$ cat src/rtl/axis_pkt_gen.sv
// AXI-Stream byte-wide test-frame generator.
// On start, emits pkt_num packets of pkt_len beats. Each beat carries
// (seed + pkt_idx + beat_idx) mod 256. Packets are separated by GAP_CYCLES
// idle cycles, and tready back-pressure is fully honoured. All outputs are
// registered.
module axis_pkt_gen #(
  parameter int GAP_CYCLES = 2,
  parameter int CNT_W      = 16
) (
  input  logic             axis_clk,
  input  logic             resetn,
  input  logic             start,
  input  logic [7:0]       pkt_len,
  input  logic [7:0]       pkt_num,
  input  logic [7:0]       seed,
  input  logic             m_axis_tready,
  output logic             m_axis_tvalid,
  output logic [7:0]       m_axis_tdata,
  output logic             m_axis_tkeep,
  output logic             m_axis_tlast,
  output logic             busy,
  output logic             done,
  output logic [CNT_W-1:0] pkts_sent
);

  localparam int GAP_W = (GAP_CYCLES > 1) ? $clog2(GAP_CYCLES) : 1;
  localparam logic [GAP_W-1:0] GAP_LAST = GAP_W'((GAP_CYCLES > 0) ? GAP_CYCLES - 1 : 0);

  typedef enum logic [1:0] {
    ST_IDLE,
    ST_SEND,
    ST_GAP,
    ST_FIN
  } state_t;

  state_t             r_state;
  logic [7:0]         r_len;
  logic [7:0]         r_num;
  logic [7:0]         r_seed;
  logic [7:0]         r_beat_idx;
  logic [7:0]         r_pkt_idx;
  logic [GAP_W-1:0]   r_gap_cnt;
  logic               r_tvalid;
  logic [7:0]         r_tdata;
  logic               r_tkeep;
  logic               r_tlast;
  logic               r_busy;
  logic               r_done;
  logic [CNT_W-1:0]   r_pkts_sent;

  logic               w_start_ok;
  logic               w_accept;
  logic               w_last_beat;
  logic               w_last_pkt;
  logic [7:0]         w_beat_nxt;
  logic [7:0]         w_pkt_nxt;
  logic [7:0]         w_data_same_pkt;
  logic [7:0]         w_data_next_pkt;
  logic [7:0]         w_data_after_gap;
  logic               w_single_beat;

  assign w_start_ok       = start && (pkt_len != 8'd0) && (pkt_num != 8'd0);
  assign w_accept         = r_tvalid && m_axis_tready;
  assign w_last_beat      = (r_beat_idx == r_len - 8'd1);
  assign w_last_pkt       = (r_pkt_idx == r_num - 8'd1);
  assign w_beat_nxt       = r_beat_idx + 8'd1;
  assign w_pkt_nxt        = r_pkt_idx + 8'd1;
  assign w_data_same_pkt  = r_seed + r_pkt_idx + w_beat_nxt;
  // From SEND the packet index has not advanced yet; in GAP it already has.
  assign w_data_next_pkt  = r_seed + w_pkt_nxt;
  assign w_data_after_gap = r_seed + r_pkt_idx;
  assign w_single_beat    = (r_len == 8'd1);

  // Burst sequencer: state, counters and the registered stream outputs.
  always_ff @(posedge axis_clk or negedge resetn) begin
    if (!resetn) begin
      r_state     <= ST_IDLE;
      r_len       <= '0;
      r_num       <= '0;
      r_seed      <= '0;
      r_beat_idx  <= '0;
      r_pkt_idx   <= '0;
      r_gap_cnt   <= '0;
      r_tvalid    <= 1'b0;
      r_tdata     <= '0;
      r_tkeep     <= 1'b0;
      r_tlast     <= 1'b0;
      r_busy      <= 1'b0;
      r_done      <= 1'b0;
      r_pkts_sent <= '0;
    end else begin
      r_done <= 1'b0;
      case (r_state)
        ST_IDLE: begin
          if (w_start_ok) begin
            r_len      <= pkt_len;
            r_num      <= pkt_num;
            r_seed     <= seed;
            r_beat_idx <= '0;
            r_pkt_idx  <= '0;
            r_gap_cnt  <= '0;
            r_tvalid   <= 1'b1;
            r_tkeep    <= 1'b1;
            r_tdata    <= seed;
            r_tlast    <= (pkt_len == 8'd1);
            r_busy     <= 1'b1;
            r_state    <= ST_SEND;
          end
        end

        ST_SEND: begin
          if (w_accept) begin
            if (w_last_beat) begin
              r_pkts_sent <= r_pkts_sent + CNT_W'(1);
              r_pkt_idx   <= w_pkt_nxt;
              r_beat_idx  <= '0;
              if (w_last_pkt) begin
                r_tvalid <= 1'b0;
                r_tkeep  <= 1'b0;
                r_tlast  <= 1'b0;
                r_busy   <= 1'b0;
                r_done   <= 1'b1;
                r_state  <= ST_FIN;
              end else if (GAP_CYCLES == 0) begin
                r_tdata <= w_data_next_pkt;
                r_tlast <= w_single_beat;
              end else begin
                r_tvalid  <= 1'b0;
                r_tkeep   <= 1'b0;
                r_tlast   <= 1'b0;
                r_gap_cnt <= '0;
                r_state   <= ST_GAP;
              end
            end else begin
              r_beat_idx <= w_beat_nxt;
              r_tdata    <= w_data_same_pkt;
              r_tlast    <= (w_beat_nxt == r_len - 8'd1);
            end
          end
        end

        ST_GAP: begin
          if (r_gap_cnt == GAP_LAST) begin
            r_gap_cnt <= '0;
            r_tvalid  <= 1'b1;
            r_tkeep   <= 1'b1;
            r_tdata   <= w_data_after_gap;
            r_tlast   <= w_single_beat;
            r_state   <= ST_SEND;
          end else begin
            r_gap_cnt <= r_gap_cnt + GAP_W'(1);
          end
        end

        ST_FIN: begin
          r_state <= ST_IDLE;
        end

        default: begin
          r_state <= ST_IDLE;
        end
      endcase
    end
  end

  assign m_axis_tvalid = r_tvalid;
  assign m_axis_tdata  = r_tdata;
  assign m_axis_tkeep  = r_tkeep;
  assign m_axis_tlast  = r_tlast;
  assign busy          = r_busy;
  assign done          = r_done;
  assign pkts_sent     = r_pkts_sent;

endmodule
$ cat config.mk
export PLATFORM = sky130hd
export DESIGN_NAME = axis_pkt_gen
export DESIGN_NICKNAME = d
export VERILOG_FILES = /design/src/rtl/axis_pkt_gen.sv
export SDC_FILE = /design/constraint.sdc
export NUM_CORES = 1
export LEC_CHECK = 0
export ABC_AREA = 1
export BUFFER_PORTS_ARGS = -buffer_cell sky130_fd_sc_hd__buf_4
export CAP_MARGIN = 20
export CORE_UTILIZATION = 60
export CTS_CLUSTER_DIAMETER = 80
export DETAILED_ROUTE_END_ITERATION = 12
export PLACE_DENSITY = 0.82
export SYNTH_ARGS = -nofsm -noshare
export SYNTH_HDL_FRONTEND = slang
export SYNTH_SLANG_ARGS = --single-unit
$ cat constraint.sdc
create_clock -name axis_clk -period 3.3 [get_ports axis_clk]
set_clock_uncertainty 0.2 [all_clocks]
set_input_delay 0 -clock axis_clk [delete_from_list [all_inputs] [get_ports axis_clk]]
set_output_delay 0 -clock axis_clk [all_outputs]
set_load 0.02 [all_outputs]
# --- Yosys cells after proc, flatten, opt, wreduce, memory -nomap -nowiden ---
# Index checks and enable logic that the tools add are counted.
word_totals:
  input_bits: 28
  latchBits: 0
  n_memories: 0
  register_bits: 71
  mem_bits_rw: 0
  romBits: 0
classes:
  mul: 0
  magnitude_cmp: 0
  mux: 42
  n_addsub: 8
  shift: 0
  eq_ne: 15
  div_mod_pow: 0
  bitwise_logic: 0
  reduce_logical: 18
op_table:
  columns: ["op", "n"]
  rows:
  - ["8-bit 2-to-1 mux", 9]
  - ["8-bit case mux with 2 select lines", 2]
  - ["8-bit == test", 3]
  - ["8-bit case mux with 3 select lines", 1]
  - ["1-bit 2-to-1 mux", 21]
  - ["5-bit AND reduction", 4]
  - ["16-bit by 1-bit adder with 16-bit output, second input constant", 1]
  - ["8-bit by 1-bit adder with 8-bit output, second input constant", 2]
  - ["8-bit adder", 2]
  - ["8-bit by 1-bit == test with 1-bit output, second input constant", 2]
  - ["8-bit nonzero test", 2]
  - ["8-bit by 1-bit subtractor with 8-bit output, second input constant", 2]
  - ["2-bit != test, second input constant", 7]
  - ["4-bit AND reduction", 3]
  - ["1-bit case mux with 3 select lines", 3]
  - ["2-bit 2-to-1 mux", 4]
  - ["2-bit case mux with 4 select lines", 1]
  - ["3-bit AND reduction", 2]
  - ["2-bit == test, second input constant", 2]
  - ["1-bit logical AND", 3]
  - ["3-bit nonzero test", 1]
  - ["2-bit by 1-bit == test with 1-bit output, second input constant", 1]
  - ["2-bit logical NOT", 1]
  - ["1-bit case mux with 2 select lines", 1]
  - ["3 further kinds", 3]

# --- Logic depth before layout (Yosys ltp) ---
# Gate-level depths: netlist (run 1).
logic_depth:
  depth_word: 6
  mapped_depth: 16
  ltp_nobuf: 16

# --- Least setup slack after synthesis (run 1) ---
# Ideal clock, no wire load.
synth_timing:
  kind: "reg-to-reg"
  start: "reg r_pkt_idx[0]"
  end: "reg r_tdata[5] (netlist: m_axis_tdata[5])"
  slack_ps: 533
  path_stages_with_launch: 17
  path_buffers: 0
  synth_period_minus_slack_ps: 2767
  required_ps: 2971
  setup_ps: 129
  arrival_ps: 2438
  path_cell_list: "dfrtp_1 > ha_1 > fa_1 > a31oi_1 > nand2_1 > nand2_1 > inv_1 > ha_1 > nand2_1 > inv_1 > nand4_1 > nand3_1 > or2_2 > nand3_1 > nand3_1 > o21ai_0 > o21ai_0"
synth_via:
  elab_chain_len: 5
  elab_cells_between_ends: 6
synth_lines:
  columns: ["item", "line", "text"]
  rows:
  - ["from (decl)", "41", "logic [7:0] r_pkt_idx;"]
  - ["from (signal assigned)", "115", "r_pkt_idx <= w_pkt_nxt;"]
  - ["8-bit adder *", "68, 71", null]
  - ["8-bit adder", "68", "assign w_data_same_pkt = r_seed + r_pkt_idx + w_beat_nxt;"]
  - ["8-bit 2-to-1 mux", "113", "if (w_last_beat) begin"]
  - ["8-bit 2-to-1 mux", "112", "if (w_accept) begin"]
  - ["8-bit case mux with 3 select lines *", "93", "case (r_state)"]
  - ["to (signal assigned)", "125", "r_tdata <= w_data_next_pkt;"]
  - ["to (signal assigned)", "136", "r_tdata <= w_data_same_pkt;"]
  - ["to (signal assigned)", "147", "r_tdata <= w_data_after_gap;"]
  - ["to (decl)", "44", "logic [7:0] r_tdata;"]
# Mark *: on every way between the ends. The rest lies on a longest branch, timed or not. The select of a mux whose other input is x is not followed.
# A chain may end at the register's enable or synchronous reset.

# --- Worst setup path after layout (run 1) ---
# Same ends and word-level chain as after synthesis.

==> flow_metrics.env, run 1 <==
export IMPL_outcome="completed"
export IMPL_slew_violations=0
export IMPL_finalPower_mw=5.35
export IMPL_grt_max_degree=72
export IMPL_leakage_nw=3.04
export IMPL_tightestPinTransition_ns=0.913
export IMPL_rows=33
export IMPL_io_buffers=56
export IMPL_max_slew_margin_pct=39.1
export IMPL_grt_pass1_vias=4883
export IMPL_fp_dieW_um=93.7
export IMPL_num_antenna_cells=0
export IMPL_period_share_pct=95.2
export IMPL_dr_pass1_iters=5
export IMPL_hold_viol_final=0
export IMPL_fin_hold_ws_ns=0.124
export IMPL_grt_pass1_wl_um=22100
export IMPL_globalRoute_totalOverflow=0
export IMPL_gp_congestion=0.929
export IMPL_use_met1_pct=39.6
export IMPL_yosysWarnings=0
export IMPL_dr_first_iter_drc_count=299
export IMPL_synthAdderAreaFrac_pct=6.99
export IMPL_use_met3_pct=5.66
export IMPL_initial_core_util_pct=61.7
export IMPL_hold_class="input pin to asynchronous set/reset pin"
export IMPL_finalSetupViolCount=0
export IMPL_syn_cell_area_um2=5040
export IMPL_synth_top_family_by_area="simple AND/OR/NAND/NOR gates"
export IMPL_ys_types=37
export IMPL_cts_root_buf="clkbuf_8"
export IMPL_synth_compound_area_share_pct=9.55
export IMPL_chipHeight_um=93.7
export IMPL_clk_pin_slew_worst_paths_ns=0.09
export IMPL_tritoncts="yes"
export IMPL_finalCoreUtilization_pct=74.5
export IMPL_vias_per_cell=5.61
export IMPL_cp_max_fo=5
export IMPL_busiest_layer="met2"
export IMPL_clkLatencyLatePin_ns=0.35
export IMPL_nFillCells=627
export IMPL_syn_num_nets=765
export IMPL_dp_hpwl_um=9610
export IMPL_ys_ff_latch=71
export IMPL_cts_max_level=3
export IMPL_use_met2_pct=54.4
export IMPL_wl_um=13500
export IMPL_die_area_um2=8780
export IMPL_arrival_ns=3.15
export IMPL_path_cells="ha_1 > fa_1 > a31oi_1 > nand2_1 > nand2_1 > inv_1 > ha_1 > a21oi_1 > nand3_1 > or2_2 > nand3_1 > nand3_1 > o21ai_0 > o21ai_0"
export IMPL_muxShareOfSynthArea_pct=2.46
export IMPL_drive_gt1_share_pct=13.6
export IMPL_timing_fmax_mhz=318
export IMPL_powerDensity_nw_per_um2=879
export IMPL_crit_type="flop to flop"
export IMPL_ios=57
export IMPL_cpPeakStageDelay_ns=0.44
export IMPL_timing_final_ws_setup_ns=0.157
export IMPL_nets=850
export IMPL_reg2reg_slack_ns=0.16
export IMPL_maxCapViolCount=0
export IMPL_ctsLongestPathBuffers=2
export IMPL_synth_xor_area_share_pct=5.56
export IMPL_cts_made_buffers=9
export IMPL_layout_min_cycle_time_ns=3.14
export IMPL_end_kind="flop"
export IMPL_syn_avg_cell_area_um2=7.11
export IMPL_netlist_instances=710
export IMPL_core_um2=8180
export IMPL_synth_simple_area_share_pct=32.7
export IMPL_seq_area_frac_synth_pct=35.2
export IMPL_antenna_found_initial=0
export IMPL_drt_drc_violations_left=0
export IMPL_ant_nets=0
export IMPL_tns_ns=0
export IMPL_rsz0062_at_grt="false"
export IMPL_cts_sinks=71
export IMPL_synthTopCellsByArea="dfrtp_1 35%, nand2_1 16%, nand3_1 6.3%"
export IMPL_startpoint_type="flop"
export IMPL_path_common_cell="nand3_1"
export IMPL_peakVddDrop_mv=0.526
export IMPL_synth_top_cell_by_area="dfrtp_1"
export IMPL_grt_use_total_pct=32.3
export IMPL_routedWlPerCell_um=14.9
export IMPL_pre_cts_ws_ns=0.226
export IMPL_crit_slowest_cell="dfrtp_1"
export IMPL_required_ns=3.31
export IMPL_syn_to_final_growth_pct=20.7
export IMPL_yosysTopAreaCellShare_pct=35.2
export IMPL_vias=5079
==> sequential cells by signal, summed over array words and instances (netlist names) <==
signal	flops
r_state	2
m_axis_tkeep	1
done	1
m_axis_tdata	8
r_pkt_idx	8
r_gap_cnt	1
pkts_sent	16
r_seed	8
m_axis_tlast	1
r_len	8
r_beat_idx	8
busy	1
r_num	8
==> per-layer routing <==
| metal | vias to the layer above | wire [µm] |
|---|---|---|
| met2 | 160 | 6620 |
| met1 | 2395 | 5720 |
| met4 | 0 | 465 |
| met3 | 41 | 708 |
| met5 | - | 0 |
| li1 | 2483 | - |
==> area by class of cell <==
class	count	area (µm²)	area share, %
well taps	105	131	2.16
inverters	82	308	5.06
clock inverters	6	116	1.91
clock buffers	10	138	2.26
repair buffers	88	726	11.9
multi-input cells	543	2890	47.5
flip-flops and latches	71	1780	29.2
==> worst paths after layout <==
kind / from / to / cells after the start
max: r_pkt_idx[0] / m_axis_tdata[5] / 14
min: resetn / r_len[6] / 2
max reg2reg: r_pkt_idx[0] / m_axis_tdata[5] / 14
min reg2reg: busy / busy / 2
max in group asynchronous: resetn / r_pkt_idx[6] / 2
min in group axis_clk: start / busy / 7
==> cells in the final DEF, fill, tap and decap left out, types with 2 or more instances in the layout <==
cell           synthesis  routed
nor2_2                 3       4
a31oi_1                2       2
and2_1                 4       4
or2_2                  4       4
ha_1                  25      25
nand4_1               16      16
nand2_2                2       2
dlygate4sd3_1          0      26
o21ai_2                4       4
fa_1                   2       2
inv_1                 77      77
buf_4                  1      62
nor4_1                 3       3
o21ai_1                6       6
bufinv_16              0       3
clkbuf_8               0      10
a21oi_1               13      13
xnor2_1               11      11
o21bai_1               3       3
nor3_1                10      10
dfrtp_1               71      71
inv_2                  4       4
nand2_1              210     210
nand3_1               64      64
nor2_1                65      64
xor2_1                21      21
clkinv_4               0       2
o22ai_1                6       6
o21ai_0               51      51
mux2_2                11      11
==> worst max-delay path: cells and delay by family, from the launching register on <==
| family | cells | cell delay (ns) |
|---|---|---|
| flops | 1 | 0.44 |
| simple gates | 6 | 0.71 |
| fa+ha+maj | 3 | 0.98 |
| buf+inv | 1 | 0.05 |
| compound gates | 4 | 0.61 |
==> where the power goes <==
group | switching (mW) | internal (mW)
logic | 1.91 | 1.11
registers | 0.278 | 1.16
clock network | 0.370 | 0.529
==> through the flow <==
stage                     area, µm²  cells
after floorplan                5040    710
after global placement         5570    863
after detailed placement       5570    863
after CTS                      6090    905
after global routing           6090    905
final                          6090    905
==> repair_timing <==
action | 4_1_cts | 5_1_grt
hold endpoints to repair | 105 | 0
gates resized for setup | 0 | 0
hold buffers | 26 | 0
setup buffers | 0 | 0
==> synthesized netlist by cell type <==
| cell | instances |
|---|---|
| a21oi_1 | 13 |
| nor2_1 | 65 |
| nand2_2 | 2 |
| nor2_2 | 3 |
| nor3_4 | 1 |
| buf_6 | 1 |
| o21bai_1 | 3 |
| fa_1 | 2 |
| and2_1 | 4 |
| nand3b_1 | 1 |
| buf_2 | 5 |
| nor4_1 | 3 |
| nand2_1 | 210 |
| a31oi_1 | 2 |
| buf_4 | 1 |
| o21ai_2 | 4 |
| nor3b_1 | 1 |
| xor2_1 | 21 |
| nand4_1 | 16 |
| o21a_1 | 1 |
| nor3_1 | 10 |
| clkbuf_1 | 7 |
| nand3_1 | 64 |
| clkinv_1 | 1 |
| o22ai_1 | 6 |
| ha_1 | 25 |
| inv_2 | 4 |
| o21ai_1 | 6 |
| a21o_1 | 1 |
| o21ai_0 | 51 |
| xnor2_1 | 11 |
| nand3_4 | 1 |
| or2_2 | 4 |
| inv_1 | 77 |
| a41oi_1 | 1 |
| dfrtp_1 | 71 |
| mux2_2 | 11 |
==> logic make-up (layout without fill, tap and decap cells) <==
kind of cell / count (synthesis) / after routing
adders and majority gates: 27 / 27
DFF: 71 / 71
muxes: 11 / 11
AOI/OAI and AO/OA: 88 / 88
buffers and inverters: 96 / 186
and+or+nand+nor: 385 / 385
xor gates and xnor gates: 32 / 32
(Power assumes the default switching activity.)
==> run 2, diff against run 1 <==
Settings changed: CORE_UTILIZATION 60 to 58, PLACE_DENSITY 0.82 to 0.79, SLEW_MARGIN set to 10.
==> run 2 against run 1 <==
  * Core utilization shrank 1.8 points
  * Highest routed layer unchanged
  * Die area grew 3.4%
  * Clock power is 22% lower
  * Via count decreased by 2.1%
  * Flip-flop and latch count stayed put
  * Total power decreased by 4.0%
==> flow_metrics.env, run 2 (same netlist as run 1, synthesis figures left out) <==
export IMPL_chipHeight_um=95.3
export IMPL_drive_gt1_share_pct=13.6
export IMPL_fp_dieW_um=95.3
export IMPL_initial_core_util_pct=60.8
export IMPL_finalPower_mw=5.14
export IMPL_reg2reg_from="r_pkt_idx[3]"
export IMPL_die_area_um2=9080
export IMPL_reg2reg_slack_ns=0.28
export IMPL_cts_root_buf="clkbuf_8"
export IMPL_peakVddDrop_mv=0.422
export IMPL_crit_type="flop to flop"
export IMPL_maxCapViolCount=0
export IMPL_vias_per_cell=5.49
export IMPL_cpPeakStageDelay_ns=0.46
export IMPL_nFillCells=657
export IMPL_final_common_cell="nand2_1"
export IMPL_rows=33
export IMPL_post_cts_setup_buffers=0
export IMPL_ctsLongestPathBuffers=2
export IMPL_io_buffers=56
export IMPL_hold_viol_final=0
export IMPL_timing_fmax_mhz=331
export IMPL_p_int_mw=2.61
export IMPL_drt_drc_violations_left=0
export IMPL_tns_ns=0
export IMPL_gp_congestion=0.961
export IMPL_p_clk_share_pct=13.7
export IMPL_arrival_ns=3.03
export IMPL_cts_made_buffers=9
export IMPL_crit_slowest_cell="dfrtp_1"
export IMPL_p_sw_mw=2.53
export IMPL_grt_use_total_pct=31.0
export IMPL_max_slew_margin_pct=39.4
export IMPL_largest_reg_flops=16
export IMPL_grt_max_degree=72
export IMPL_critPathTopFamily="simple AND/OR/NAND/NOR gates"
export IMPL_wl_um=13100
export IMPL_clkLatencyLatePin_ns=0.34
export IMPL_ant_nets=0
export IMPL_crit_buf_inv=1
export IMPL_dr_pass1_iters=5
export IMPL_finalCoreUtilization_pct=72.7
export IMPL_layout_min_cycle_time_ns=3.02
export IMPL_combPwrFrac_pct=58.3
export IMPL_finalSetupViolCount=0
export IMPL_startpoint_type="flop"
export IMPL_dp_hpwl_um=9670
export IMPL_core_um2=8300
export IMPL_powerDensity_nw_per_um2=852
export IMPL_num_antenna_cells=0
export IMPL_seqPwrFrac_pct=28.0
export IMPL_tightestPinTransition_ns=0.909
export IMPL_leakage_nw=3.01
export IMPL_routedWlPerCell_um=14.5
export IMPL_path_cells="ha_1 > a21o_1 > a31oi_1 > or2_2 > nand2_1 > inv_1 > ha_1 > a21oi_1 > nand3_1 > or2_2 > nand3_1 > nand3_1 > o21ai_0 > o21ai_0"
export IMPL_final_cell_mix="210 x nand2_1, 77 x inv_1, 71 x dfrtp_1"
export IMPL_globalRoute_totalOverflow=0
export IMPL_tritoncts="yes"
export IMPL_outcome="completed"
export IMPL_slew_violations=0
export IMPL_antenna_found_initial=0
export IMPL_switching_share_pct=49.2
export IMPL_grt_pass1_vias=4670
export IMPL_reg2regPathDepth=14
export IMPL_ios=57
export IMPL_cts_sinks=71
export IMPL_dr_first_iter_drc_count=278
export IMPL_syn_to_final_growth_pct=19.5
export IMPL_required_ns=3.31
export IMPL_cts_max_level=3
export IMPL_crit_reg2reg_capture="m_axis_tdata[5]"
export IMPL_cp_max_fo=6
export IMPL_end_kind="flop"
export IMPL_clk_pin_slew_worst_paths_ns=0.08
export IMPL_nets=850
export IMPL_vias=4971
export IMPL_rsz0062_at_grt="false"
export IMPL_path_common_cell="nand3_1"
export IMPL_placed_area_um2=5570
export IMPL_hold_class="input pin to asynchronous set/reset pin"
export IMPL_grt_pass1_wl_um=21500
export IMPL_period_share_pct=91.5
export IMPL_finalInstanceArea_um2=6030
-- run 2: layout make-up --
class,instances,area [µm²],area share (%)
clock buffer,9,124,2.05
clock inverter,7,72.6,1.20
inverter,82,308,5.10
multi-input combinational,543,2890,48.0
sequential,71,1780,29.5
tap,105,131,2.18
timing repair buffer,88,726,12.0
-- run 2: power groups by stage --
stage	Combinational [mW]	Clock (mW)	Sequential, mW
after floorplan	2.05	0	1.50
after global placement	2.86	0	1.44
after detailed placement	2.92	0	1.45
after CTS	2.96	0.723	1.43
after global routing	3.34	0.760	1.48
final	3.00	0.704	1.44
-- run 2: how the worst max path moves through the flow --
stage	end	startpoint	cells past startpoint	slack [ns]
2_1_floorplan	m_axis_tdata[5]	r_pkt_idx[0]	16	0.53
3_3_place_gp	m_axis_tdata[5]	r_pkt_idx[0]	14	0.34
3_5_place_dp	m_axis_tdata[5]	r_pkt_idx[3]	14	0.28
4_1_cts	m_axis_tdata[5]	r_pkt_idx[0]	14	0.28
5_1_grt	m_axis_tdata[5]	r_pkt_idx[0]	16	0.08
6_report	m_axis_tdata[5]	r_pkt_idx[3]	14	0.28
-- run 2: per-layer routing --
| metal | global-route usage (%) | vias to the layer above | routed length (µm) | share of wire, % |
|---|---|---|---|---|
| met5 | 0 | - | 0 | 0 |
| met2 | 53.1 | 145 | 6390 | 49 |
| met3 | 4.07 | 29 | 667 | 5.1 |
| met1 | 39.3 | 2312 | 5730 | 44 |
| li1 | - | 2485 | - | - |
| met4 | 12.4 | 0 | 346 | 2.6 |
-- run 2: repair_timing --
| action | CTS | global route |
|---|---|---|
| hold buffers | 26 | 0 |
| endpoints found under the hold margin | 105 | 0 |
| gates resized for setup | 0 | 0 |
-- run 2: per-stage QoR --
| stage | std cells | hold slack [ns] | setup WS (ns) |
|---|---|---|---|
| 3_5_place_dp | 863 | -0.0111 | 0.282 |
| 2_1_floorplan | 710 | -0.496 | 0.533 |
| 5_1_grt | 905 | 0.157 | 0.0783 |
| 4_1_cts | 905 | 0.112 | 0.281 |
| 6_report | 905 | 0.106 | 0.281 |
| 3_3_place_gp | 863 | -0.0206 | 0.342 |
==> run 3, diff against run 2 <==
Settings changed: CORE_UTILIZATION 58 to 25, PLACE_DENSITY 0.79 to unset, SETUP_SLACK_MARGIN set to 0.2.
==> run 3 against run 2 <==
  * Global-route usage shrank 17 points
  * Combinational power is essentially flat
  * Count of clock-buffer cells in the layout grew 2
  * Fmax grew 3.5%
  * Cell area grew 6.3%
  * Largest power group unchanged
  * Register-to-register slack gained 0.10 ns
  * Sequential power is essentially flat
  * Die area grew 130%
  * Sequential share of layout area shrank 1.7 points
  * Critical path type unchanged
==> flow_metrics.env, run 3 (same netlist as run 1, synthesis figures left out) <==
export IMPL_outcome="completed"
export IMPL_period_share_pct=88.4
export IMPL_globalRoute_totalOverflow=0
export IMPL_clk_pin_slew_worst_paths_ns=0.06
export IMPL_maxCapViolCount=0
export IMPL_nets=851
export IMPL_dr_first_iter_drc_count=270
export IMPL_hold_class="input pin to asynchronous set/reset pin"
export IMPL_cts_root_buf="clkbuf_16"
export IMPL_vias_per_cell=4.45
export IMPL_fin_hold_ws_ns=0.147
export IMPL_core_um2=19600
export IMPL_crit_type="flop to flop"
export IMPL_reg2regPathDepth=16
export IMPL_arrival_ns=2.93
export IMPL_grt_pass1_vias=4578
export IMPL_hold_viol_final=0
export IMPL_critPathTopFamily="simple AND/OR/NAND/NOR gates"
export IMPL_clkLatencyLatePin_ns=0.35
export IMPL_wl_um=13700
export IMPL_rows=51
export IMPL_tritoncts="yes"
export IMPL_crit_reg2reg_capture="m_axis_tdata[5]"
export IMPL_routedWlPerCell_um=12.9
export IMPL_grt_pass1_wl_um=22800
export IMPL_leakage_nw=3.07
export IMPL_tightestPinTransition_ns=0.942
export IMPL_chipHeight_um=144
export IMPL_dp_hpwl_um=10500
export IMPL_cts_max_level=3
export IMPL_cts_made_buffers=9
export IMPL_final_cell_mix="209 x nand2_1, 77 x inv_1, 69 x dfrtp_1"
export IMPL_initial_core_util_pct=25.8
export IMPL_startpoint_type="flop"
export IMPL_required_ns=3.31
export IMPL_dr_pass1_iters=6
export IMPL_drive_gt1_share_pct=14.6
export IMPL_ctsLongestPathBuffers=2
export IMPL_syn_to_final_growth_pct=27.1
export IMPL_peakVddDrop_mv=0.332
export IMPL_critPathLaunch="r_seed[0]"
export IMPL_final_common_cell="nand2_1"
export IMPL_num_antenna_cells=0
export IMPL_timing_fmax_mhz=343
export IMPL_path_common_cell="nand3_1"
export IMPL_slew_violations=0
export IMPL_grt_use_total_pct=14.4
export IMPL_reg2reg_from="r_seed[0]"
export IMPL_rsz0062_at_grt="true"
export IMPL_die_area_um2=20800
export IMPL_crit_buf_inv=2
export IMPL_cp_max_fo=5
export IMPL_finalSetupViolCount=0
export IMPL_cts_sinks=71
export IMPL_ios=57
export IMPL_largest_reg_flops=16
export IMPL_reg2reg_slack_ns=0.38
export IMPL_cpPeakStageDelay_ns=0.39
export IMPL_layout_min_cycle_time_ns=2.92
export IMPL_antenna_found_initial=0
export IMPL_end_kind="flop"
export IMPL_powerDensity_nw_per_um2=858
export IMPL_path_cells="ha_1 > fa_2 > a31oi_1 > or2_2 > nand2_1 > inv_1 > ha_4 > nand2_1 > inv_1 > nand4_1 > nand3_1 > or2_2 > nand3_1 > nand3_1 > o21ai_0 > o21ai_1"
export IMPL_gp_congestion=0.873
export IMPL_vias=4749
export IMPL_grt_max_degree=72
export IMPL_tns_ns=0
export IMPL_io_buffers=56
export IMPL_fp_dieW_um=144
export IMPL_drt_drc_violations_left=0
export IMPL_crit_slowest_cell="dfrtp_1"
export IMPL_max_slew_margin_pct=37.2
export IMPL_ant_nets=0
[run 3: cell count changes in the layout (fill, tap and decap cells not counted), sizes merged]
cell,previous run,this run
buf,62,63
inv,82,81
clkbuf,9,11
clkinvlp,2,0
bufinv,1,2
[run 3: power breakdown]
group	switching (mW)	internal, mW	total (mW)
clock	0.392	0.664	1.06
sequential	0.295	1.16	1.46
combinational	1.86	1.13	2.99
total	2.54	2.96	5.50
[run 3: worst max-delay path by stage]
stage,to,slack (ns),cells after the start
floorplan,m_axis_tdata[5],0.53,16
global placement,m_axis_tdata[5],0.34,16
detailed placement,m_axis_tdata[5],0.29,16
CTS,m_axis_tdata[5],0.29,16
global route,m_axis_tdata[5],0.17,16
finish,m_axis_tdata[5],0.38,16
[run 3: cell type report]
type | instances | area [µm²]
fill | 2116 | 13200
multi-input combinational | 543 | 2940
sequential | 71 | 1780
timing repair buffer | 89 | 733
tap | 265 | 332
inverter | 82 | 308
clock buffer | 11 | 233
clock inverter | 5 | 82.6
[run 3: repair_timing]
action | 4_1_cts | 5_1_grt
gates resized for setup | 0 | 11
hold endpoints to repair | 105 | 0
buffers inserted | 0 | 1
hold buffers | 26 | 0
setup endpoints to repair | 0 | 6
[run 3: worst register-to-register path: stages, from the launching register on]
cell,delay [ns]
dfrtp_1,0.39
ha_1,0.23
fa_2,0.37
a31oi_1,0.22
or2_2,0.14
nand2_1,0.06
inv_1,0.10
ha_4,0.22
nand2_1,0.08
inv_1,0.05
nand4_1,0.06
nand3_1,0.08
or2_2,0.28
nand3_1,0.06
nand3_1,0.06
o21ai_0,0.10
o21ai_1,0.08
[run 3: metrics by stage]
| step | util, % | cells | power, mW | instance area [µm²] | setup slack (ns) |
|---|---|---|---|---|---|
| after floorplan | - | 710 | 3.54 | 5040 | 0.533 |
| after global placement | 29.5 | 1023 | 4.36 | 5770 | 0.341 |
| after detailed placement | 29.5 | 1023 | 4.38 | 5770 | 0.292 |
| after CTS | 32.4 | 1065 | 5.48 | 6350 | 0.285 |
| after global routing | 32.7 | 1066 | 6.04 | 6410 | 0.174 |
| final | 32.7 | 1066 | 5.50 | 6410 | 0.382 |
[run 3: routing by layer]
layer	GRT usage [%]	wire (µm)
met3	2.95	511
met2	24.8	6830
met4	4.26	233
met5	0	0
met1	18.0	6160
